<file path="src/rtl/mac_result_drain.sv">
// Drains the MAC result matrix C in row-major order through a small output FIFO
// to a valid/ready downstream port, then pulses done for one cycle.
module mac_result_drain #(
    parameter int M                        = 8,
    parameter int N                        = 4,
    parameter int DATA_WIDTH_RESULT_MATRIX = 70,
    parameter int FIFO_DEPTH               = 4
) (
    input  logic                                clk,
    input  logic                                reset,
    input  logic                                block2host_val,
    input  logic                                start_reading_result_matrix,
    output logic                                block2host_rdy,
    output logic [$clog2(M)-1:0]                ext_row_addr_c,
    output logic [$clog2(N)-1:0]                ext_col_addr_c,
    output logic                                ext_matrix_c_re,
    input  logic [DATA_WIDTH_RESULT_MATRIX-1:0] ext_data_out_c,
    output logic                                done_reading_result_matrix,
    output logic                                out_val,
    input  logic                                out_rdy,
    output logic [DATA_WIDTH_RESULT_MATRIX-1:0] out_data,
    output logic [$clog2(M)-1:0]                out_row,
    output logic [$clog2(N)-1:0]                out_col,
    output logic                                out_last
);

    localparam int RW = $clog2(M);
    localparam int CW = $clog2(N);
    localparam int DW = DATA_WIDTH_RESULT_MATRIX;
    localparam int AW = $clog2(FIFO_DEPTH);
    localparam int EW = DW + RW + CW;

    typedef enum logic [1:0] {
        IDLE  = 2'd0,
        READ  = 2'd1,
        DRAIN = 2'd2,
        DONE  = 2'd3
    } state_t;

    state_t        state;
    logic [RW-1:0] row;
    logic [CW-1:0] col;

    logic [EW-1:0] mem [FIFO_DEPTH];
    logic [AW-1:0] wr_ptr;
    logic [AW-1:0] rd_ptr;
    logic [AW:0]   count;

    logic          full;
    logic          push;
    logic          pop;
    logic          drain_empty;
    logic          last_addr;
    logic [EW-1:0] head;

    // Read enable, handshake and FIFO status decode
    always_comb begin
        full        = (count == (AW+1)'(FIFO_DEPTH));
        push        = (state == READ) && !full;
        pop         = (count != '0) && out_rdy;
        // Leaving DRAIN once the last entry is being popped lets done follow the final beat directly
        drain_empty = (count == {{AW{1'b0}}, pop});
        last_addr   = (row == RW'(M - 1)) && (col == CW'(N - 1));
        head        = mem[rd_ptr];
    end

    // Sequencer: state and row-major read address counters
    always_ff @(posedge clk) begin
        if (reset) begin
            state <= IDLE;
            row   <= '0;
            col   <= '0;
        end else begin
            case (state)
                IDLE: begin
                    row <= '0;
                    col <= '0;
                    if (block2host_val && start_reading_result_matrix) begin
                        state <= READ;
                    end
                end
                READ: begin
                    if (push) begin
                        if (col == CW'(N - 1)) begin
                            col <= '0;
                            if (last_addr) begin
                                row   <= '0;
                                state <= DRAIN;
                            end else begin
                                row <= row + RW'(1);
                            end
                        end else begin
                            col <= col + CW'(1);
                        end
                    end
                end
                DRAIN: begin
                    if (drain_empty) begin
                        state <= DONE;
                    end
                end
                DONE: begin
                    state <= IDLE;
                end
                default: begin
                    state <= IDLE;
                end
            endcase
        end
    end

    // FIFO storage; contents are only observed through the occupancy-gated head
    always_ff @(posedge clk) begin
        if (push) begin
            mem[wr_ptr] <= {ext_data_out_c, row, col};
        end
    end

    // FIFO pointers and occupancy
    always_ff @(posedge clk) begin
        if (reset) begin
            wr_ptr <= '0;
            rd_ptr <= '0;
            count  <= '0;
        end else begin
            if (push) begin
                wr_ptr <= wr_ptr + AW'(1);
            end
            if (pop) begin
                rd_ptr <= rd_ptr + AW'(1);
            end
            case ({push, pop})
                2'b10:   count <= count + (AW+1)'(1);
                2'b01:   count <= count - (AW+1)'(1);
                default: count <= count;
            endcase
        end
    end

    // Output port mapping; head fields read as zero while the FIFO is empty
    always_comb begin
        block2host_rdy             = (state == IDLE);
        done_reading_result_matrix = (state == DONE);
        ext_matrix_c_re            = push;
        ext_row_addr_c             = row;
        ext_col_addr_c             = col;
        out_val                    = (count != '0);
        if (out_val) begin
            out_data = head[EW-1 -: DW];
            out_row  = head[CW +: RW];
            out_col  = head[CW-1:0];
            out_last = (head[CW +: RW] == RW'(M - 1)) && (head[CW-1:0] == CW'(N - 1));
        end else begin
            out_data = '0;
            out_row  = '0;
            out_col  = '0;
            out_last = 1'b0;
        end
    end

endmodule

</file>
<file path="config.mk">
export PLATFORM = sky130hd
export DESIGN_NAME = mac_result_drain
export DESIGN_NICKNAME = d
export VERILOG_FILES = /design/src/rtl/mac_result_drain.sv
export SDC_FILE = /design/constraint.sdc
export NUM_CORES = 1
export LEC_CHECK = 0
export CAP_MARGIN = 5
export CORE_ASPECT_RATIO = 0.75
export CORE_UTILIZATION = 55
export DETAILED_ROUTE_END_ITERATION = 8
export GPL_TIMING_DRIVEN = 0
export PLACE_DENSITY = 0.86
export SYNTH_ARGS = -nofsm -noshare
export SYNTH_HDL_FRONTEND = slang
export SYNTH_SLANG_ARGS = --single-unit
</file>
<file path="constraint.sdc">
create_clock -name clk -period 3.55 [get_ports clk]
set_input_delay 0.71 -clock clk [delete_from_list [all_inputs] [get_ports clk]]
set_output_delay 0.71 -clock clk [all_outputs]
set_load 0.05 [all_outputs]
</file>
### Word-level counts from Yosys, hierarchy flattened

Memories as Yosys holds them, arrays and structs flattened. A register that Yosys moved wholly into a read port is not among the register bits.
Cells that the tools add are included.

* RAM bits: 300
* bits in registers: 14
* memories: 1

Memories
* mem: depth 4, width 75, read ports 1, clocked after Yosys merged registers in 1, write ports 1, RTL line 44 `logic [EW-1:0] mem [FIFO_DEPTH];`

* multiplexer cells: 22
* add/subtract/negate cells: 6
* reduce and logical (&&, ||, !) cells: 13
* equality and inequality tests: 16

Operators by type and width (number)
* 70-bit 2-to-1 mux: 1
* 2-bit 2-to-1 mux: 10
* 3-bit 2-to-1 mux: 4
* 3-bit one-hot mux with 2 select lines: 2
* 2-bit == test (second input constant): 5
* 3-bit == test (second input constant): 3
* 2-bit one-hot mux with 4 select lines: 1
* 2-bit by 1-bit adder with 2-bit output (second input constant): 3
* 3-bit by 1-bit adder with 3-bit output (second input constant): 2
* 2-bit inequality test (second input constant): 3
* 1-bit logical AND: 5
* 5-bit AND reduction: 1
* 2-bit by 1-bit == test with 1-bit output (second input constant): 2
* 2-bit by 1-bit inequality test with 1-bit output (second input constant): 2
* 2-bit one-hot mux with 2 select lines: 1
* 2-bit nonzero test: 2
* 3-bit by 1-bit == test with 1-bit output: 1
* 1-bit 2-to-1 mux: 3
* 3-bit AND reduction: 1
* 3-bit nonzero test: 1
* 3-bit by 1-bit subtractor with 3-bit output (second input constant): 1
* 2-bit logical NOT: 1
* 2-bit AND reduction: 1
* 1-bit logical NOT: 1

### Depth between registers and ports, before layout

* depth after elaboration: 6
* depth in mapped cells: 10
* depth with buffers taken out: 9

### Least setup slack after synthesis

OpenSTA, ideal clock, no wires.

* kind: reg-to-output
* from: register (tool-made name)
* to: output out_last
* stages on the path, launching flop included: 6
* slack: -0.448 ns
* data required time: 2.840 ns
* arrival: 3.288 ns
* cell sequence: dfxtp_1 > buf_6 > buf_6 > buf_6 > a211oi_1 > a2111oi_0

RTL lines
* end, declared: RTL line 24 `output logic out_last`

### Worst setup path after layout

* from: register count[0]
* to: output out_data[0]

* longest elaborated chain between the ends: 2

Ends and longest elaborated chain
* start, declared: RTL line 47 `logic [AW:0] count;`
* start signal, assigned: RTL line 133 `2'b10: count <= count + (AW+1)'(1);`
* start signal, assigned: RTL line 134 `2'b01: count <= count - (AW+1)'(1);`
* start signal, assigned: RTL line 135 `default: count <= count;`
* 3-bit nonzero test: RTL line 147 `out_val = (count != '0);`
* 70-bit 2-to-1 mux: RTL line 148 `if (out_val) begin`
* end, declared: RTL line 21 `output logic [DATA_WIDTH_RESULT_MATRIX-1:0] out_data,`

No other way between the ends.

==> results.cfg <==
[floorplanning]
pin_count = 160
core_area_sq_um = 21500
die_height_microns = 131
row_count = 46
die_w_microns = 174
dieArea_sq_um = 22900
start_util = 0.571

[synth]
syn-num-nets = 666
avgSynthCellArea_sq_um = 21.2
synth_top_flop_cell = edfxtp_1
synth_warnings = 0
ys_types = 35
yosysSeqAreaShare = 0.761
synthCells = 578
mappedNetlistArea_sq_um = 12300
ys_ff_latch = 316
synthArstFlopShare = 0
synth_edf_count = 300

[detailed_routing]
drc = 0
routed_wl_microns = 24500
drt_pass1_iterations = 4
wl_per_cell_microns = 22.6
route.detailed.vias_per_inst = 5.79
drt_iter0_markers = 523
ant_nets = 0
vias = 6256

[place]
gp_congestion = 0.733
post-place-ws_ps = -50.6
placed_cells = 1029
dpl_cell_area_sq_um = 14300
place_hpwl_microns = 15300
portBuffers = 159

[sta]
rsz0062_at_grt = no
setup_violations = 0
final_max_slew_viol_count = 0
final.min_clock_period_ps = 3440
finalHoldViolCount = 0
post-route-period-util = 0.968
skew_ps = 15.7
final.setup.tns_ps = 0
timing.final.ws_setup_ps = 114
worst_slew_pin_slew_ps = 718
relSlewSlack = 0.522
timing.fmax_ghz = 0.291

[clock_network]
clkLatencyLatePin_ps = 540
cts.sinks = 316
cts_resized = 89
holdBufCountCts = 0
postCtsSetupRepairBufs = 0
clk_pin_slew_ps = 60
cts_buffers = 29
root_buffer = clkbuf_16
clockBufferDepth = 3
cts_max_level = 1
cts_tree = done

[critical_path]
worstSetupStartpointType = register
crit_buf_inv = 4
critPathKind = register to primary output
path_cells = nor3_2, inv_1, clkbuf_2, clkbuf_2, and2_1, dlygate4sd2_1
crit_family = buffers and inverters
crit_required_ps = 2840
critPathSlowestCell = dlygate4sd2_1
cp_max_fo = 10
end_kind = primary output
arrival_ps = 2730
cp_common_cell = clkbuf_2
max_stage_delay_ps = 530

[global_route]
grt_max_degree = 44
antenna_found_initial = 0
gr-usage-all-layers = 0.216
grt_pass1_wl_microns = 37100
overflow = 0
grt_pass1_vias = 6607

[worst_hold_path]
hold_path.class = register to register

[finish]
drive_above_1_share = 0.221
final_util = 0.710
final_cell_mix = edfxtp_1 (300), clkdlybuf4s50_1 (82), and2_1 (75), mux4_2 (74), dlygate4sd2_1 (34)
finalInstanceArea_sq_um = 15300
antenna_cells = 0
layout.cells.non_filler = 1081
final_nets = 860
mostFrequentLayoutCell = edfxtp_1
areaGrowthSynthToFinish_pct = 24.4
n_fill_cell = 1262

[power]
power_density_nw_per_um2 = 849
p_leak_nw = 5.35
vdd_drop_max_v = 0.000616

[outcome]
status = complete, no violations

[job]
maxCapViolations = 0
-- metrics by stage --
| step | power [mW] | hold slack, ps |
|---|---|---|
| 6_report | 12.9 | 520 |
| 3_3_place_gp | 9.99 | 482 |
| 3_5_place_dp | 10.1 | 509 |
| 5_1_grt | 13.4 | 571 |
| 2_1_floorplan | 8.43 | 463 |
| 4_1_cts | 13.1 | 518 |
-- final timing paths --
check,start,endpoint,slack [ps],cells after the start
max,count[0],out_data[0],110,6
min,wr_ptr[1],wr_ptr[1],520,2
max reg2reg,state[1],count[2],1100,10
min reg2reg,wr_ptr[1],wr_ptr[1],520,2
-- where the power goes --
group          internal [mW]  switching, mW
Clock                   1.89           1.27
Sequential              4.61          0.162
Combinational           1.78           3.24
Total                   8.28           4.67
-- final cells by class --
cell class                      instances  area [sq um]  area share
Multi-Input combinational cell        223          2730       0.179
Clock inverter                         19           216      0.0142
Buffer                                 28           194      0.0127
Tap cell                              288           360      0.0236
Sequential cell                       316          9330       0.612
Inverter                               11          41.3     0.00271
Timing Repair Buffer                  163          1630       0.107
Clock buffer                           33           761      0.0499
-- cell usage after synthesis (all sizes together), types with 2 or more instances --
master	count	area (sq um)
a211oi	3	22.5
a21oi	7	35.0
and2	75	469
and3	4	25.0
buf	18	151
clkbuf	10	37.5
dfxtp	16	320
edfxtp	300	9010
ha	12	150
inv	11	41.3
mux2i	3	30.0
mux4	74	1670
nand2	7	28.8
nand2b	2	12.5
nand3	2	15.0
nand4	3	18.8
nor2	10	37.5
nor2b	3	18.8
nor3	2	10.0
or3	2	12.5
xnor2	2	17.5
xor2	3	26.3
-- cell families after synthesis --
group / count (synthesis) / synth area share
and+or+nand+nor: 112 / 0.0542
buffers and inverters: 39 / 0.0188
adders and majority gates: 13 / 0.0139
muxes: 77 / 0.138
xor gates and xnor gates: 5 / 0.00357
AOI/OAI and AO/OA: 16 / 0.0101
DFF: 316 / 0.761
-- state kept, by name, indices dropped and copies added, names as in the netlist, named ones only --
register	cells
mem	300
rd_ptr	2
ext_col_addr_c	2
wr_ptr	2
ext_row_addr_c	3
state	2
count	3
-- layer usage --
metal,share of wire,vias to the layer above,track usage
li1,-,2713,-
met1,0.41,3229,0.301
met2,0.50,282,0.359
met3,0.074,32,0.0370
met4,0.017,0,0.0521
met5,0,-,0
-- worst min-delay path: cells and delay by family, from the launching register on --
family	cells	cell delay [ps]
flops	1	350
simple gates	1	70
compound gates	1	60
No activity file was read; power rests on OpenSTA's default activity.
